--- config.mk ---
export PLATFORM = sky130hd
export DESIGN_NAME = gaussian_window_gen_flat
export DESIGN_NICKNAME = d
export VERILOG_FILES = /design/src/rtl/gaussian_pkg.sv /design/src/rtl/gaussian_window_gen_if.sv /design/src/rtl/gaussian_line_buffer.sv /design/src/rtl/gaussian_window_gen.sv /design/src/flat_wrapper.sv
export SDC_FILE = /design/constraint.sdc
export NUM_CORES = 2
export LEC_CHECK = 0
export CORE_MARGIN = 1
export CORE_UTILIZATION = 25
export DETAILED_ROUTE_END_ITERATION = 16
export GPL_TIMING_DRIVEN = 0
export PLACE_DENSITY_LB_ADDON = 0.3
export SETUP_SLACK_MARGIN = 0.4
export SLEW_MARGIN = 25
export SYNTH_ARGS = -nofsm -noshare
export SYNTH_HDL_FRONTEND = slang
export SYNTH_SLANG_ARGS = --single-unit
--- constraint.sdc ---
create_clock -name clk -period 4.3 [get_ports clk]
set_input_delay 0.86 -clock clk [delete_from_list [all_inputs] [get_ports clk]]
set_output_delay 0.86 -clock clk [all_outputs]
set_load 0.03 [all_outputs]
--- src/rtl/gaussian_pkg.sv ---
// Shared definitions for the 7x7 Gaussian datapath.
// Contents:
//   PIX_W, K  - pixel width and window edge
//   WIN_W     - width of a packed KxK window
//   pix_t     - one pixel
//   win_lsb() - LSB of window pixel (r, c); row 0 / column 0 are the oldest,
//               so the top-left pixel lands in the MSBs and the newest in [7:0].
package gaussian_pkg;
  localparam int PIX_W = 8;
  localparam int K     = 7;
  localparam int WIN_W = K * K * PIX_W;

  typedef logic [PIX_W-1:0] pix_t;

  function automatic int win_lsb(input int r, input int c);
    return PIX_W * (K * K - 1 - (K * r + c));
  endfunction
endpackage

--- src/rtl/gaussian_window_gen_if.sv ---
// Pixel-stream / window bus between the raster source, the window generator
// and the Gaussian core.
// Signals:
//   pix_in, pix_valid, sof      - raster pixel stream into the generator
//   window, win_valid, frame_done - packed KxK window out of the generator
// Handshake: pix_valid qualifies pix_in and sof for one cycle; there is no
// ready, because the consumer is combinational and always accepts. win_valid
// and frame_done are single-cycle strobes.
// Modports: master = pixel source / window consumer, slave = window generator.
interface gaussian_window_gen_if;
  import gaussian_pkg::*;

  pix_t             pix_in;
  logic             pix_valid;
  logic             sof;
  logic [WIN_W-1:0] window;
  logic             win_valid;
  logic             frame_done;

  modport master (
    output pix_in, pix_valid, sof,
    input  window, win_valid, frame_done
  );

  modport slave (
    input  pix_in, pix_valid, sof,
    output window, win_valid, frame_done
  );
endinterface

--- src/rtl/gaussian_line_buffer.sv ---
// One-row delay line: dout_o is the pixel written DEPTH enabled cycles ago.
// Ports:
//   clk, rst_n - clock, asynchronous active-low reset (pointer only)
//   en_i       - advance the delay line by one pixel
//   din_i      - pixel written this cycle
//   dout_o     - pixel leaving the delay line (read before overwrite)
// A single pointer serves read and write: the slot about to be overwritten
// holds exactly the pixel from one row earlier. Storage is not reset.
module gaussian_line_buffer
  import gaussian_pkg::*;
#(
  parameter int DEPTH = 64
) (
  input  logic clk,
  input  logic rst_n,
  input  logic en_i,
  input  pix_t din_i,
  output pix_t dout_o
);
  localparam int PW = (DEPTH > 1) ? $clog2(DEPTH) : 1;

  pix_t          mem_q [DEPTH];
  logic [PW-1:0] ptr_q;
  logic [PW-1:0] ptr_d;

  always_comb begin
    ptr_d = ptr_q;
    if (en_i) begin
      ptr_d = (ptr_q == PW'(DEPTH - 1)) ? '0 : ptr_q + 1'b1;
    end
  end

  always_ff @(posedge clk or negedge rst_n) begin
    if (!rst_n) begin
      ptr_q <= '0;
    end else begin
      ptr_q <= ptr_d;
    end
  end

  always_ff @(posedge clk) begin
    if (en_i) begin
      mem_q[ptr_q] <= din_i;
    end
  end

  assign dout_o = mem_q[ptr_q];
endmodule

--- src/rtl/gaussian_window_gen.sv ---
// Streaming KxK window generator feeding the Gaussian core.
// Ports:
//   clk   - system clock
//   rst_n - asynchronous active-low reset
//   bus   - slave side of gaussian_window_gen_if (pixel in, window out)
// K-1 line buffers provide the vertical tap column; a KxK register window
// shifts left on every accepted pixel. win_valid pulses one cycle after an
// accepted pixel whose coordinate completes an interior window.
module gaussian_window_gen
  import gaussian_pkg::*;
#(
  parameter int IMG_WIDTH  = 64,
  parameter int IMG_HEIGHT = 64
) (
  input  logic                 clk,
  input  logic                 rst_n,
  gaussian_window_gen_if.slave bus
);
  localparam int CW = (IMG_WIDTH  > 1) ? $clog2(IMG_WIDTH)  : 1;
  localparam int RW = (IMG_HEIGHT > 1) ? $clog2(IMG_HEIGHT) : 1;

  logic [CW-1:0]    col_q, col_d, cur_col;
  logic [RW-1:0]    row_q, row_d, cur_row;
  logic [WIN_W-1:0] win_q, win_d;
  logic             valid_q, valid_d;
  logic             done_q, done_d;

  // tap[i] is the pixel i rows above the incoming one, same column.
  pix_t tap [K];

  assign tap[0] = bus.pix_in;

  for (genvar g = 0; g < K - 1; g++) begin : g_lb
    gaussian_line_buffer #(.DEPTH(IMG_WIDTH)) u_lb (
      .clk    (clk),
      .rst_n  (rst_n),
      .en_i   (bus.pix_valid),
      .din_i  (tap[g]),
      .dout_o (tap[g+1])
    );
  end

  // sof relabels the current pixel as (0,0) whatever the counters say.
  assign cur_col = bus.sof ? '0 : col_q;
  assign cur_row = bus.sof ? '0 : row_q;

  always_comb begin
    col_d   = col_q;
    row_d   = row_q;
    win_d   = win_q;
    valid_d = 1'b0;
    done_d  = 1'b0;
    if (bus.pix_valid) begin
      if (cur_col == CW'(IMG_WIDTH - 1)) begin
        col_d = '0;
        row_d = (cur_row == RW'(IMG_HEIGHT - 1)) ? '0 : cur_row + 1'b1;
      end else begin
        col_d = cur_col + 1'b1;
        row_d = cur_row;
      end
      valid_d = (cur_row >= RW'(K - 1)) && (cur_col >= CW'(K - 1));
      done_d  = (cur_row == RW'(IMG_HEIGHT - 1)) && (cur_col == CW'(IMG_WIDTH - 1));
      for (int r = 0; r < K; r++) begin
        for (int c = 0; c < K - 1; c++) begin
          win_d[win_lsb(r, c) +: PIX_W] = win_q[win_lsb(r, c + 1) +: PIX_W];
        end
        win_d[win_lsb(r, K - 1) +: PIX_W] = tap[K - 1 - r];
      end
    end
  end

  always_ff @(posedge clk or negedge rst_n) begin
    if (!rst_n) begin
      col_q   <= '0;
      row_q   <= '0;
      win_q   <= '0;
      valid_q <= 1'b0;
      done_q  <= 1'b0;
    end else begin
      col_q   <= col_d;
      row_q   <= row_d;
      win_q   <= win_d;
      valid_q <= valid_d;
      done_q  <= done_d;
    end
  end

  assign bus.window     = win_q;
  assign bus.win_valid  = valid_q;
  assign bus.frame_done = done_q;
endmodule

--- src/flat_wrapper.sv ---
// flat-port wrapper written by rule: the top's interface ports become plain ports
module gaussian_window_gen_flat import gaussian_pkg::*;
#(
  parameter int IMG_WIDTH  = 64,
  parameter int IMG_HEIGHT = 64
)
  (clk, rst_n, bus_pix_in, bus_pix_valid, bus_sof, bus_window, bus_win_valid, bus_frame_done);
  gaussian_window_gen_if bus_i ();
  input  logic clk;
  input  logic rst_n;
  input wire logic [$bits(bus_i.pix_in)-1:0] bus_pix_in;
  input wire logic [$bits(bus_i.pix_valid)-1:0] bus_pix_valid;
  input wire logic [$bits(bus_i.sof)-1:0] bus_sof;
  output wire logic [$bits(bus_i.window)-1:0] bus_window;
  output wire logic [$bits(bus_i.win_valid)-1:0] bus_win_valid;
  output wire logic [$bits(bus_i.frame_done)-1:0] bus_frame_done;
  assign bus_i.pix_in = bus_pix_in;
  assign bus_i.pix_valid = bus_pix_valid;
  assign bus_i.sof = bus_sof;
  assign bus_window = bus_i.window;
  assign bus_win_valid = bus_i.win_valid;
  assign bus_frame_done = bus_i.frame_done;
  gaussian_window_gen #(.IMG_WIDTH(IMG_WIDTH), .IMG_HEIGHT(IMG_HEIGHT)) u_core (.clk(clk), .rst_n(rst_n), .bus(bus_i));
endmodule
### Yosys cells after proc, flatten, opt, wreduce, memory -nomap -nowiden

Memories as Yosys holds them, arrays and structs flattened. A register that Yosys moved wholly into a read port is not among the register bits.
Index checks and enable logic that the tools add are counted.

* memories kept: 6
* RAM bits: 3072
* bits of input ports: 12
* register bits after elaboration: 442

Memory list
* u_core.g_lb[0].u_lb.mem_q: words 64, width 8, read ports 1, clocked after Yosys merged registers in 0, wr ports 1, line gaussian_line_buffer.sv:22 `pix_t mem_q [DEPTH];`
* u_core.g_lb[1].u_lb.mem_q: words 64, width 8, read ports 1, clocked after Yosys merged registers in 0, wr ports 1, line gaussian_line_buffer.sv:22
* u_core.g_lb[2].u_lb.mem_q: words 64, width 8, read ports 1, clocked after Yosys merged registers in 0, wr ports 1, line gaussian_line_buffer.sv:22
* u_core.g_lb[3].u_lb.mem_q: words 64, width 8, read ports 1, clocked after Yosys merged registers in 0, wr ports 1, line gaussian_line_buffer.sv:22
* u_core.g_lb[4].u_lb.mem_q: words 64, width 8, read ports 1, clocked after Yosys merged registers in 0, wr ports 1, line gaussian_line_buffer.sv:22
* u_core.g_lb[5].u_lb.mem_q: words 64, width 8, read ports 1, clocked after Yosys merged registers in 1, wr ports 1, line gaussian_line_buffer.sv:22

* reductions and logical operators: 3
* eq/ne operators: 8
* add/subtract/negate cells: 8
* order comparisons: 2
* muxes and demuxes: 15

Operators with widths (count)
* two-way mux 6 bit: 11
* adder 6 x 1 -> 6 bit, second input constant: 8
* equality test 6 bit, second input constant: 8
* greater-or-equal comparator 6 x 3 -> 1 bit, second input constant: 2
* two-way mux 1 bit: 4
* logical AND 1 bit: 2
* zero test 1 bit: 1

### Longest topological paths before layout

* word-level depth: 4
* gate-level depth with buffers: 11
* depth with buffers taken out: 9

### Cells and area by module

From an unflattened synthesis, not the netlist that was laid out.

* cell total of the unflattened synthesis: 8188
* area total of the unflattened synthesis: 138218.8 um2

Modules (own cells, without submodules)
* gaussian_line_buffer: instances 6, seq. area each 15524.9 um2, area an instance 20489.7 um2, cells an instance 1211
* gaussian_window_gen: instances 1, seq. area each 10159.7 um2, area an instance 15280.9 um2, cells an instance 922

### Worst setup path before layout

OpenSTA, ideal clock, no wires.

* path type: register -> register
* start: reg u_core.g_lb[0].u_lb.ptr_q[1]
* end: mem u_core.g_lb[1].u_lb.mem_q[0][0] (netlist bit), data pin
* slack: 0.426 ns
* arrival: 3.314 ns
* period minus slack after synthesis: 3.874 ns
* stages on the path, launching flop included: 8
* buffers on the path: 4
* cell sequence: dfrtp_1 clkbuf_1 buf_2 buf_2 buf_2 mux4_2 mux2i_1 o2111ai_1

* longest elaborated chain between the ends: 1

RTL lines
* start, declared: line gaussian_line_buffer.sv:23 `logic [PW-1:0] ptr_q;`
* start signal, assigned: line gaussian_line_buffer.sv:37 `ptr_q <= ptr_d;`
* memory (64 x 8 bit)
* via u_core.g_lb[0].u_lb.dout_o[0]: line gaussian_line_buffer.sv:18 `output pix_t dout_o`
* end, declared: line gaussian_line_buffer.sv:22

The timed path passes the listed nets, and every way through them passes these cells.

==> results.json <==
{
  "start_util_pct": 25.1,
  "leakage_nw": 53.7,
  "antenna_found_initial": 43,
  "layout_min_cycle_time_ps": 4180,
  "grt_pass1_vias": 86658,
  "yosysSeqAreaShare_pct": 75.1,
  "vdd_drop_max_v": 0.000878,
  "outcome": "completed",
  "setup_violations": 0,
  "path_class": "reg2reg",
  "cts_root_buf": "clkbuf_16",
  "async_flop_share_pct": 12.6,
  "synth_common_cells": "edfxtp_1 (3072), mux2_2 (555), nor2_1 (551)",
  "hold_viol": 0,
  "maxCapViolCount": 0,
  "ant_nets": 0,
  "synth.top_cell.area_share_pct": 67.1,
  "yosysWarnings": 0,
  "num_io_pins": 406,
  "vias_per_cell": 5.23,
  "cts_buffers": 387,
  "grt_max_degree": 94,
  "drive_above_1_share_pct": 26.2,
  "place.gp.congestion": 0.949,
  "nFillCells": 53314,
  "synthesis.nets": 8215,
  "cts_tree": "yes",
  "vias": 87638,
  "worstPathArrival_ps": 5070,
  "fin_nets": 9175,
  "whs_ps": 182,
  "synth.area.top_cells": "edfxtp_1 (67%), dfrtp_1 (8.0%), mux2_2 (4.5%)",
  "dr.pass1.iters": 6,
  "synthFlopType": "edfxtp_1",
  "syn_inst": 8193,
  "regArea_sq_um": 103000,
  "cts_sinks": 3514,
  "core_sq_um": 548000,
  "die_w_um": 744,
  "die_h_um": 744,
  "final_cells": 16766,
  "synth_most_common_cell": "edfxtp_1",
  "synth_edf_count": 3072,
  "dp_hpwl_um": 372000,
  "start_kind": "flip-flop",
  "wl_um": 545000,
  "powerDensity_nw_per_um2": 895,
  "cp.required_ps": 5190,
  "gr-total-overflow": 0,
  "rsz0062_at_grt": "yes",
  "clock_latency_ps": 1010,
  "fmax_mhz": 239,
  "grt_first_pass_wirelength_um": 736000,
  "slew_viol_final": 0,
  "crit_path_end_kind": "flip-flop",
  "multiInputGateArea_sq_um": 34500,
  "port_buffers": 404,
  "wl_per_cell_um": 32.5,
  "grt_use_total_pct": 18.9,
  "cts_max_path_buffers": 4,
  "finClkSkew_ps": 73.8,
  "syn_avg_cell_area_sq_um": 16.8,
  "htree_levels": 5,
  "period_share_pct": 97.2,
  "relSlewSlack_pct": 19.0,
  "worst_slew_pin_slew_ps": 1210,
  "placed_cells": 15974,
  "route.detailed.drc": 0,
  "drt_iter0_drc": 11485,
  "cts.clk_slew.worst_paths_ps": 60,
  "ys_seq_elements": 3514,
  "syn_to_final_growth_pct": 23.6,
  "die_area_sq_um": 553000,
  "num_rows": 272,
  "hold_class": "in2reg",
  "syn-cell-area_sq_um": 137000,
  "ys_types": 85,
  "cp_max_fo": 10,
  "synth_top_cell_by_area": "edfxtp_1"
}
-- placed cells by master, fill, tap and decap left out, types with 148 or more instances in the layout --
master and count:
clkbuf_1 236, mux4_2 149, dfrtp_1 441, a221oi_1 330, a22oi_1 473, nor2_2 240, clkbuf_2 167, nor2_1 183
clkdlybuf4s50_1 395, mux2_2 555, edfxtp_1 3072, clkbuf_16 391, a21oi_1 148, nand2_1 196
-- worst paths after layout --
path | slack [ps] | startpoint | depth (start not counted) | to
setup reg to reg | 120 | u_core.g_lb[5].u_lb.ptr_q[0]$_DFFE_PN0P_ | 8 | u_core.bus.window[336]$_DFFE_PN0P_
min in group asynchronous | 380 | rst_n | 2 | u_core.bus.window[380]$_DFFE_PN0P_
hold / removal | 180 | bus_pix_in[0] | 1 | u_core.g_lb[0].u_lb.mem_q[17][0]$_DFFE_PP_
setup / recovery | 120 | u_core.g_lb[5].u_lb.ptr_q[0]$_DFFE_PN0P_ | 8 | u_core.bus.window[336]$_DFFE_PN0P_
max in group asynchronous | 1960 | rst_n | 5 | u_core.bus.window[150]$_DFFE_PN0P_
hold reg to reg | 510 | u_core.bus.window[218]$_DFFE_PN0P_ | 1 | u_core.bus.window[218]$_DFFE_PN0P_
-- state kept, by name (all words and copies together), names as in the netlist --
signal / flops
u_core.bus.frame_done: 1
u_core.bus.win_valid: 1
u_core.bus.window: 392
u_core.col_q: 6
u_core.g_lb.u_lb.mem_q: 3072
u_core.g_lb.u_lb.ptr_q: 36
u_core.row_q: 6
-- stage by stage --
stage / power, mW / utilization, % / cell area, sq um / TNS, ps / setup WS, ps
after floorplan: 81.2 / - / 137000 / 0 / 426
after global placement: 100 / 27.5 / 151000 / - / -20610
after detailed placement: 114 / 28.0 / 153000 / -2608960 / -1570
after CTS: 151 / 30.8 / 169000 / 0 / 136
after global routing: 156 / 31.0 / 170000 / 0 / 121
final: 152 / 31.0 / 170000 / 0 / 121
-- layout make-up --
type | count | area share [%]
diodes | 22 | 0.0324
plain buffers | 612 | 1.96
clock buffers | 489 | 6.07
clock inverters | 230 | 1.50
inverters | 33 | 0.0788
multi-input cells | 4042 | 20.3
flip-flops and latches | 3514 | 60.8
well taps | 7261 | 5.35
repair buffers | 563 | 3.94
-- kinds of logic (layout without fill, tap and decap cells) --
family	count (synthesis)	in the layout	synth area share [%]
flip-flops	3514	3514	75.1
multiplexers	837	837	7.96
other	0	22	0
adder cells (fa/ha/maj)	10	10	0.0910
buffers and inverters	645	1927	1.94
AO/OA/AOI/OAI	1758	1758	9.58
AND/OR/NAND/NOR	1407	1415	5.15
XOR/XNOR	22	22	0.140
-- timing repair --
item                       4_1_cts  5_1_grt
pin swaps                       23       16
gates resized for setup        851      323
hold buffers                     1        0
gates cloned                     6        2
setup endpoints to repair     5455     3639
buffers inserted                21       21
hold endpoints to repair        46        0
-- worst max-delay path, cell delays in order (launching register included) --
cell,delay (ps)
dfrtp_1,440
buf_2,450
buf_2,450
clkbuf_1,720
clkbuf_1,960
o22ai_1,180
nand2_1,190
o221ai_1,220
o32a_1,410
-- routing by layer --
layer / wire [um] / part of all wire, % / vias up / GRT usage (%)
li1: - / - / 35273 / -
met1: 222000 / 41 / 46339 / 25.3
met2: 252000 / 46 / 5002 / 30.5
met3: 48500 / 8.9 / 1012 / 4.01
met4: 22300 / 4.1 / 12 / 6.66
met5: 75 / 0.014 / - / 0
-- power breakdown --
| group | total, mW | internal, mW | switching [mW] |
|---|---|---|---|
| sequential | 54.5 | 51.7 | 2.81 |
| clock | 34.1 | 19.6 | 14.5 |
| combinational | 63.5 | 18.2 | 45.4 |
(Power assumes the default switching activity.)
